===== src/rtl/keypad_scanner_if.sv =====
// rtl/keypad_scanner_if.sv - keypad pins and decoded key outputs of the scanner
// The slave modport is the scanner; the master side drives rows and scan_stop.
interface keypad_scanner_if;
  logic [3:0] row;
  logic       scan_stop;
  logic [3:0] col;
  logic [3:0] key_code;
  logic       key_detected;

  modport slave (
    input  row,
    input  scan_stop,
    output col,
    output key_code,
    output key_detected
  );

  modport master (
    output row,
    output scan_stop,
    input  col,
    input  key_code,
    input  key_detected
  );
endinterface


===== src/rtl/keypad_scanner.sv =====
// rtl/keypad_scanner.sv - 4x4 matrix keypad column scanner with single-key lock
// Scans columns one-hot active-low, latches the first key seen and tracks that row for the debouncer.
module keypad_scanner #(
  parameter int DWELL  = 3000,
  parameter int SETTLE = 4
) (
  input  logic              clk,
  input  logic              rst,
  keypad_scanner_if.slave   kp
);

  localparam int CW = (DWELL > 1) ? $clog2(DWELL) : 1;

  typedef enum logic {
    S_SCAN = 1'b0,
    S_HOLD = 1'b1
  } state_t;

  state_t        r_state;
  logic [3:0]    r_sync1;
  logic [3:0]    r_rs;
  logic [CW-1:0] r_cnt;
  logic [1:0]    r_col_idx;
  logic [3:0]    r_col;
  logic [3:0]    r_key_code;
  logic          r_key_detected;
  logic [1:0]    r_lrow;

  logic [1:0]    w_low_row;
  logic [3:0]    w_key;
  logic [1:0]    w_next_idx;
  logic [3:0]    w_next_col;
  logic          w_settled;
  logic          w_any_low;

  // Lowest-numbered low row wins when several are pressed together
  always_comb begin
    w_low_row = 2'd0;
    casez (r_rs)
      4'b???0: w_low_row = 2'd0;
      4'b??01: w_low_row = 2'd1;
      4'b?011: w_low_row = 2'd2;
      4'b0111: w_low_row = 2'd3;
      default: w_low_row = 2'd0;
    endcase
  end

  always_comb begin
    w_key = 4'h0;
    case ({w_low_row, r_col_idx})
      4'b00_00: w_key = 4'h1;
      4'b00_01: w_key = 4'h2;
      4'b00_10: w_key = 4'h3;
      4'b00_11: w_key = 4'hA;
      4'b01_00: w_key = 4'h4;
      4'b01_01: w_key = 4'h5;
      4'b01_10: w_key = 4'h6;
      4'b01_11: w_key = 4'hB;
      4'b10_00: w_key = 4'h7;
      4'b10_01: w_key = 4'h8;
      4'b10_10: w_key = 4'h9;
      4'b10_11: w_key = 4'hC;
      4'b11_00: w_key = 4'hE;
      4'b11_01: w_key = 4'h0;
      4'b11_10: w_key = 4'hF;
      4'b11_11: w_key = 4'hD;
      default:  w_key = 4'h0;
    endcase
  end

  assign w_next_idx = r_col_idx + 2'd1;
  assign w_next_col = ~(4'b0001 << w_next_idx);
  assign w_settled  = (r_cnt >= CW'(SETTLE));
  assign w_any_low  = (r_rs != 4'b1111);

  always_ff @(posedge clk) begin
    if (rst) begin
      r_sync1        <= 4'b1111;
      r_rs           <= 4'b1111;
      r_state        <= S_SCAN;
      r_cnt          <= '0;
      r_col_idx      <= 2'd0;
      r_col          <= 4'b1110;
      r_key_code     <= 4'h0;
      r_key_detected <= 1'b0;
      r_lrow         <= 2'd0;
    end else begin
      r_sync1 <= kp.row;
      r_rs    <= r_sync1;
      case (r_state)
        S_SCAN: begin
          if (w_settled && w_any_low) begin
            r_state        <= S_HOLD;
            r_lrow         <= w_low_row;
            r_key_code     <= w_key;
            r_key_detected <= 1'b1;
          end else if (!kp.scan_stop) begin
            if (r_cnt == CW'(DWELL - 1)) begin
              r_cnt     <= '0;
              r_col_idx <= w_next_idx;
              r_col     <= w_next_col;
            end else begin
              r_cnt <= r_cnt + 1'b1;
            end
          end
        end
        S_HOLD: begin
          // Only the latched row is followed, so its bounce reaches the debouncer
          r_key_detected <= ~r_rs[r_lrow];
          if (!w_any_low && !kp.scan_stop) begin
            r_state        <= S_SCAN;
            r_cnt          <= '0;
            r_col_idx      <= w_next_idx;
            r_col          <= w_next_col;
            r_key_detected <= 1'b0;
          end
        end
        default: r_state <= S_SCAN;
      endcase
    end
  end

  assign kp.col          = r_col;
  assign kp.key_code     = r_key_code;
  assign kp.key_detected = r_key_detected;

endmodule

===== src/flat_wrapper.sv =====
// flat-port wrapper written by rule: the top's interface ports become plain ports
module keypad_scanner_flat 
#(
  parameter int DWELL  = 3000,
  parameter int SETTLE = 4
)
  (clk, rst, kp_row, kp_scan_stop, kp_col, kp_key_code, kp_key_detected);
  keypad_scanner_if kp_i ();
  input  logic clk;
  input  logic rst;
  input wire logic [$bits(kp_i.row)-1:0] kp_row;
  input wire logic [$bits(kp_i.scan_stop)-1:0] kp_scan_stop;
  output wire logic [$bits(kp_i.col)-1:0] kp_col;
  output wire logic [$bits(kp_i.key_code)-1:0] kp_key_code;
  output wire logic [$bits(kp_i.key_detected)-1:0] kp_key_detected;
  assign kp_i.row = kp_row;
  assign kp_i.scan_stop = kp_scan_stop;
  assign kp_col = kp_i.col;
  assign kp_key_code = kp_i.key_code;
  assign kp_key_detected = kp_i.key_detected;
  keypad_scanner #(.DWELL(DWELL), .SETTLE(SETTLE)) u_core (.clk(clk), .rst(rst), .kp(kp_i));
endmodule

===== config.mk =====
export PLATFORM = sky130hd
export DESIGN_NAME = keypad_scanner_flat
export DESIGN_NICKNAME = d
export VERILOG_FILES = /design/src/rtl/keypad_scanner_if.sv /design/src/rtl/keypad_scanner.sv /design/src/flat_wrapper.sv
export SDC_FILE = /design/constraint.sdc
export NUM_CORES = 1
export LEC_CHECK = 0
export ABC_AREA = 1
export ABC_CLOCK_PERIOD_IN_PS = 2450
export CAP_MARGIN = 20
export CORE_MARGIN = 2
export CORE_UTILIZATION = 45
export DETAILED_ROUTE_END_ITERATION = 16
export PLACE_DENSITY = 0.72
export SYNTH_ARGS = -nofsm -noshare
export SYNTH_HDL_FRONTEND = slang
export SYNTH_SLANG_ARGS = --single-unit

===== constraint.sdc =====
create_clock -name clk -period 2.45 [get_ports clk]
set_clock_uncertainty 0.15 [all_clocks]
set_input_delay 0.3675 -clock clk [delete_from_list [all_inputs] [get_ports clk]]
set_output_delay 0.3675 -clock clk [all_outputs]
set_load 0.01 [all_outputs]

==> results of run 1 <==
==> logic make-up after synthesis <==
family | after synthesis | share of synthesized area [%]
adder cells (fa/ha/maj) | 8 | 4.676
AND/OR/NAND/NOR | 185 | 44.24
flip-flops | 34 | 31.79
AO/OA/AOI/OAI | 29 | 8.007
buffers and inverters | 50 | 11.28
==> flip-flops by register name, indices dropped and copies added (netlist names) <==
signal                  flops
u_core.r_rs                 4
u_core.r_lrow               2
u_core.r_col_idx            2
u_core.kp.key_code          4
u_core.r_state              1
u_core.r_sync1              4
u_core.r_cnt               12
u_core.kp.key_detected      1
u_core.kp.col               4
==> power by group through the flow <==
stage	logic, mW	clock network, mW	registers (mW)
floorplan	0.0789	0	0.587
global placement	0.104	0	0.589
detailed placement	0.107	0	0.590
CTS	0.107	0.449	0.577
global route	0.122	0.477	0.579
finish	0.107	0.434	0.577
==> routing by layer <==
layer | up-vias | part of all wire [%] | track usage (%)
li1 | 992 | - | -
met1 | 878 | 46 | 24.00
met2 | 34 | 49 | 31.52
met3 | 5 | 4.3 | 4.420
met4 | 0 | 1.1 | 7.819
met5 | - | 0 | 0
==> stage by stage <==
stage	cells	utilization [%]
6_report	376	51.03
5_1_grt	376	51.03
4_1_cts	376	51.03
3_5_place_dp	368	49.07
3_3_place_gp	368	49.07
2_1_floorplan	306	-
==> final cells by class <==
cell class	instances	area [sq um]
Clock buffer	7	86.33
Clock inverter	1	5.005
Fill cell	468	2282
Inverter	41	155.1
Multi-Input combinational cell	222	1219
Sequential cell	34	680.7
Tap cell	54	67.56
Timing Repair Buffer	17	165.2
==> worst max path at each step <==
stage | endpoint | slack [ps] | cells after the start
6_report | u_core.kp.col[1]$_SDFFE_PP1P_ | 590 | 8
5_1_grt | u_core.kp.col[1]$_SDFFE_PP1P_ | 400 | 8
4_1_cts | u_core.kp.col[1]$_SDFFE_PP1P_ | 610 | 8
3_5_place_dp | u_core.kp.col[1]$_SDFFE_PP1P_ | 590 | 5
3_3_place_gp | u_core.r_cnt[1]$_SDFFE_PP0P_ | 610 | 6
2_1_floorplan | u_core.kp.col[1]$_SDFFE_PP1P_ | 860 | 8
==> cells in the final DEF (no fill, tap or decap), types with 4 or more instances in the layout <==
master	instances
nor2_2	8
nand3_2	5
inv_2	4
clkbuf_8	6
nand4_1	4
nor2_4	4
clkdlybuf4s50_1	15
nand3_1	32
nor2_1	31
dfxtp_1	34
o21ai_0	7
a21oi_1	15
ha_1	8
nand2_2	6
or2_2	9
inv_1	35
nand2_1	75
==> critical path, stage by stage (launching register included) <==
cell and delay (ps):
dfxtp_1 400, ha_1 260, nand2_1 120, nor2_1 170, nand3_2 110, o21ai_2 210
nand3_2 150, nand2_1 100, nand3_1 70
==> summary.md, run 1 <==
| Metric | Value |
|---|---|
| Final ANT Viol Nets | 0 |
| CP Capture Type | flop |
| Setup WS post-layout | 585.3 ps |
| Worst hold margin | 258.1 ps |
| Most frequent cells after synthesis | 75 x nand2_1, 35 x inv_1, 34 x dfxtp_1 |
| Final Max Slew Viols | 0 |
| Max IR drop VDD | just under 0.3 mV |
| Post-Syn Area | 0.002141 sq mm |
| Layout area overhead | 11.10% |
| First-pass GRT wire length | 7866 um |
| Clk Tree Root Cell | clkbuf_8 |
| Count leader, synth | nand2_1 |
| Post-synth top area share | 31.79% |
| Syn Area/Cell | 6.996 sq um |
| Power Internal | about 830 uW |
| Overflow after GRT | 0 |
| Total power | 1.118 mW |
| Crit Path Class | flop to flop |
| Hold path endpoint | u_core.r_rs[3]$_SDFF_PP1_ |
| R2R cell count | 8 |
| Period minus WS final | 1865 ps |
| Clk pin slew, worst setup/hold paths | 70 ps |
| Worst Path Required | 2460 ps |
| Hold Path Stages | 1 |
| Worst setup SP type | flop |
| Number of nets in the layout | 336 |
| Resized cells post-CTS | 0 |
| CP Max Fanout | 5 |
| Switching share of power | 25.29% |
| Boundary Pins | 16 |
| Async set or reset register ratio after synthesis | 0% |
| EDFF count, synth | 0 |
| Warnings from Yosys | 0 |
| Antenna cells | 0 |
| Hold_buf cts | 0 |
| Total CTS buffers | 5 |
| Cell variety after synth | 33 |
| Hold Crit Start | u_core.r_sync1[3]$_SDFF_PP1_ |
| Initial Util | between 40% and 50% |
| Synthesized flop and latch total | 34 |
| Chip Height | 72.98 um |
| Crit path DAT | 1870 ps |
| Final wirelength | 4392 um |
| Core Area | 0.004661 sq mm |
| R2R Path End | u_core.kp.col[1]$_SDFFE_PP1P_ |
| Clock power frac | between 30% and 40% |
| Total GRT Usage | 19.11% |
| Largest net degree at the start of global routing | 19 |
| Routed via count | 1909 |
| Post-Syn Instances | 306 |
| Power share of the sequential group | 51.6% |
| Syn Nets | 321 |
| FF-to-FF setup slack | 590 ps |
| Vias in the first global route | roughly 1800 |
| Post-DP Area | 0.002287 sq mm |
| # rows | 25 |
| Later-pin clock latency in the skew report | 290 ps |
| Final setup violation count | 0 |
| Sequential area share after synthesis | 31.79% |
| Iter 0 DRT Violations | 178 |
| Die width | 72.98 um |
| Hold WC Path Type | flop to flop |
| I/O Buffers | 15 |
| Placer Congestion | 0.8385 |
| CTS tree | done |
| Vias per cell | 5.077 |
| Outcome | complete, no violations |
| Worst-margin pin slew | 501.8 ps |
| Fin crit share | about three quarters |
| Post-route setup TNS | 0 ps |
| Final HPWL DP | 3234 um |
| Top FF cell, synth | dfxtp_1 |
| Post-route DRC | 0 |
| Setup bufs post-CTS | 0 |
| H-tree depth | 2 |
| Worst R2R Start | u_core.r_cnt[0]$_SDFFE_PP0P_ |
| Crit path launch | u_core.r_cnt[0]$_SDFFE_PP0P_ |
| Slew margin rel. | roughly two thirds |
| Antenna violations before repair | 0 |
| Full die area | 0.005325 sq mm |
| Logic pwr share | 9.6% |
| Share of layout cells above drive strength 1 | around 17% |
| P per Cell Area | 469.9 mW/mm^2 |
| Switching power | 282.7 uW |
| Average wire per standard cell | 11.68 um |
| Fin. Hold Viols | 0 |
| F_max | 536.3 MHz |
| RSZ-0062 raised after global routing | false |
| Drt pass-1 iters | 4 |
| Clock tree buffer depth | 2 |
| Pre-CTS setup slack | 587.7 ps |
| Leading area contributor after synthesis | dfxtp_1 |
| Max Cap Violations | 0 |
| Synth top area cells | dfxtp_1 32%, nand2_1 13%, nand3_1 7.5% |
| TritonCTS Sinks | 34 |
| Static Leak | between 1 and 1.5 nW |
| Finished Cell Area | 0.002379 sq mm |
Note: power is estimated with default switching activity, not from simulation.
==> inputs of run 2 (changes only) <==
Settings changed: ABC_CLOCK_PERIOD_IN_PS 2450 to 1820.
Clock period 2.45 ns to 1.82 ns, I/O delays scaled along.
==> run 2 against run 1 <==
  * Combinational power increased by 50%
  * Clock-buffer cell count decreased by 2
  * Flip-flop and latch count unchanged
  * Sequential power increased by 34%
  * Global-route usage decreased by 0.22 points
  * Cell count increased by 2.7%
  * First-iteration DRC count decreased by 26%
  * Register-to-register slack got worse by 460 ps
  * Die area unchanged
  * Critical path type unchanged
  * Critical endpoint is now u_core.r_cnt[11]$_SDFFE_PP0P_
  * Largest power group unchanged
==> summary.md, run 2 (synthesized netlist as in run 1, its figures left out) <==
| Metric | Value |
|---|---|
| Logic pwr share | 10.8% (was 9.6%) |
| Crit Path Class | flop to flop (unchanged) |
| Core Area | 0.004661 sq mm (unchanged) |
| Worst setup SP type | flop (unchanged) |
| Overflow after GRT | 0 (unchanged) |
| Power share of the sequential group | 52.1% (was 51.6%) |
| Initial Util | 45.93% (unchanged) |
| Fin. Hold Viols | 0 (unchanged) |
| Worst Path Required | 1850 ps (was 2460 ps) |
| Most frequent cells in the layout | 75 x nand2_1, 35 x inv_1, 32 x nand3_1, 31 x nor2_1, 31 x dfxtp_1 (was 75 x nand2_1, 35 x inv_1, 34 x dfxtp_1, 32 x nand3_1, 31 x nor2_1) |
| First-pass GRT wire length | 8010 um (was 7866 um) |
| Max Cap Violations | 0 (unchanged) |
| R2R Path End | u_core.r_cnt[11]$_SDFFE_PP0P_ (was u_core.kp.col[1]$_SDFFE_PP1P_) |
| RSZ-0062 raised after global routing | false (unchanged) |
| Die width | 72.98 um (unchanged) |
| Placer Congestion | 0.9207 (was 0.8385) |
| Clock power frac | 37.1% (was 38.8%) |
| Total power | 1.484 mW (was 1.118 mW) |
| Full die area | 0.005325 sq mm (unchanged) |
| Crit path DAT | 1730 ps (was 1870 ps) |
| Vias in the first global route | 1831 (was 1777) |
| Filler cells | 456 (was 468) |
| Fin crit share | 93.13% (was 76.11%) |
| Average wire per standard cell | 11.37 um (was 11.68 um) |
| Final setup violation count | 0 (unchanged) |
| I/O Buffers | 15 (unchanged) |
| Share of layout cells above drive strength 1 | 20.78% (was 17.08%) |
| Hold Path Stages | 1 (unchanged) |
| Worst hold margin | 260.0 ps (was 258.1 ps) |
| TritonCTS Sinks | 34 (unchanged) |
| Number of nets in the layout | 346 (was 336) |
| Post-route setup TNS | 0 ps (unchanged) |
| Final HPWL DP | 3271 um (was 3234 um) |
| # rows | 25 (unchanged) |
| CP Capture Type | flop (unchanged) |
| Cells after DPL | 375 (was 368) |
| CTS tree | done (unchanged) |
| Routed via count | 1907 (was 1909) |
| P per Cell Area | 602.3 mW/mm^2 (was 469.9 mW/mm^2) |
| Later-pin clock latency in the skew report | 280 ps (was 290 ps) |
| Vias per cell | 4.940 (was 5.077) |
| Worst-margin pin slew | 484.9 ps (was 501.8 ps) |
| Setup WS post-layout | 125.0 ps (was 585.3 ps) |
| Static Leak | 1.129 nW (was 1.081 nW) |
| R2R cell count | 9 (was 8) |
| Clock tree buffer depth | 2 (unchanged) |
| Hold WC Path Type | flop to flop (unchanged) |
| FF-to-FF setup slack | 130 ps (was 590 ps) |
| Final ANT Viol Nets | 0 (unchanged) |
| Hold_buf cts | 0 (unchanged) |
| Worst R2R Start | u_core.r_cnt[6]$_SDFFE_PP0P_ (was u_core.r_cnt[0]$_SDFFE_PP0P_) |
| F_max | 590.0 MHz (was 536.3 MHz) |
| Final Core Density | 52.86% (was 51.03%) |
| Max FFs per register | 12 (unchanged) |
| Pre-CTS setup slack | 80.47 ps (was 587.7 ps) |
| Period minus WS final | 1695 ps (was 1865 ps) |
| Post-DP Area | 0.002340 sq mm (was 0.002287 sq mm) |
| Post-route DRC | 0 (unchanged) |
| CP Max Fanout | 7 (was 5) |
| Largest net degree at the start of global routing | 19 (unchanged) |
| Biggest register | u_core.r_cnt (unchanged) |
| Final wirelength | 4388 um (was 4392 um) |
| Iter 0 DRT Violations | 131 (was 178) |
| Final Max Slew Viols | 0 (unchanged) |
| Chip Height | 72.98 um (unchanged) |
| Outcome | complete, no violations (unchanged) |
| Clk pin slew, worst setup/hold paths | 70 ps (about the same) |
| Total GRT Usage | 18.89% (was 19.11%) |
| Non-Filler Instances | 386 (was 376) |
| Max IR drop VDD | 0.5061 mV (was 0.2904 mV) |
| Power Internal | 1.097 mW (was 835.0 uW) |
| Finished Cell Area | 0.002464 sq mm (was 0.002379 sq mm) |
| Hold Crit Start | u_core.r_sync1[0]$_SDFF_PP1_ (was u_core.r_sync1[3]$_SDFF_PP1_) |
| Switching share of power | 26.05% (was 25.29%) |
| Drt pass-1 iters | 4 (unchanged) |
| Commonest non-fill, non-tap cell in the layout | nand2_1 (unchanged) |
| H-tree depth | 2 (unchanged) |
| Hold path endpoint | u_core.r_rs[0]$_SDFF_PP1_ (was u_core.r_rs[3]$_SDFF_PP1_) |
| Clk Tree Root Cell | clkbuf_8 (unchanged) |
| Slew margin rel. | 67.64% (was 66.50%) |
| Antenna cells | 0 (unchanged) |
| Antenna violations before repair | 0 (unchanged) |
| Switching power | 386.5 uW (was 282.7 uW) |
| Total CTS buffers | 5 (unchanged) |
| Layout area overhead | 15.08% (was 11.10%) |
| Boundary Pins | 16 (unchanged) |
run 2: cell count changes in the layout (fill, tap and decap cells not counted), sizes merged:
| cell | delta |
|---|---|
| clkinv | +1 |
| clkbuf | -2 |
| buf | +10 |
| clkinvlp | +1 |
run 2: layout make-up:
| class | instances | area, sq um | area share, % |
|---|---|---|---|
| Multi-Input combinational cell | 222 | 1226 | 49.77 |
| Sequential cell | 34 | 684.4 | 27.78 |
| Inverter | 41 | 155.1 | 6.298 |
| Tap cell | 54 | 67.56 | 2.743 |
| Clock buffer | 5 | 68.82 | 2.793 |
| Clock inverter | 3 | 21.27 | 0.8634 |
| Timing Repair Buffer | 27 | 240.2 | 9.751 |
run 2: per-layer routing:
layer / wire (um) / GRT usage (%) / up-vias / share of wire, %
li1: - / - / 1014 / -
met1: 1988 / 23.76 / 849 / 45
met2: 2140 / 31.82 / 39 / 49
met3: 204 / 4.006 / 5 / 4.6
met4: 54 / 6.790 / 0 / 1.2
met5: 0 / 0 / - / 0
run 2: how the worst max path moves through the flow:
stage                                            start                             to  slack (ps)  cells past startpoint
after floorplan           u_core.r_cnt[0]$_SDFFE_PP0P_  u_core.kp.col[1]$_SDFFE_PP1P_         230                      8
after global placement                    kp_scan_stop   u_core.r_cnt[0]$_SDFFE_PP0P_         120                      5
after detailed placement                  kp_scan_stop   u_core.r_cnt[1]$_SDFFE_PP0P_          80                      6
after CTS                 u_core.r_cnt[2]$_SDFFE_PP0P_   u_core.r_cnt[0]$_SDFFE_PP0P_          70                      7
after global routing      u_core.r_cnt[3]$_SDFFE_PP0P_  u_core.r_cnt[11]$_SDFFE_PP0P_          20                      9
final                     u_core.r_cnt[6]$_SDFFE_PP0P_  u_core.r_cnt[11]$_SDFFE_PP0P_         130                      9
run 2: what timing repair did:
item | CTS | global route
resized for setup | 0 | 4
buffers inserted | 0 | 3
setup endpoints to repair | 0 | 7
hold endpoints to repair | 0 | 0
run 2: power by group through the flow:
stage | clock [mW] | combinational [mW] | sequential [mW]
after CTS | 0.571 | 0.158 | 0.772
after global routing | 0.605 | 0.182 | 0.775
after detailed placement | 0 | 0.157 | 0.790
after global placement | 0 | 0.154 | 0.789
final | 0.551 | 0.160 | 0.772
after floorplan | 0 | 0.106 | 0.791
run 2: critical path, cell delays in order (launching register included):
cell	delay, ps
dfxtp_1	390
nor2_2	160
nand2_2	70
nor2_4	90
nand2_4	80
o21ai_4	270
buf_4	180
nand3_1	80
nand2_1	70
nor2_1	50
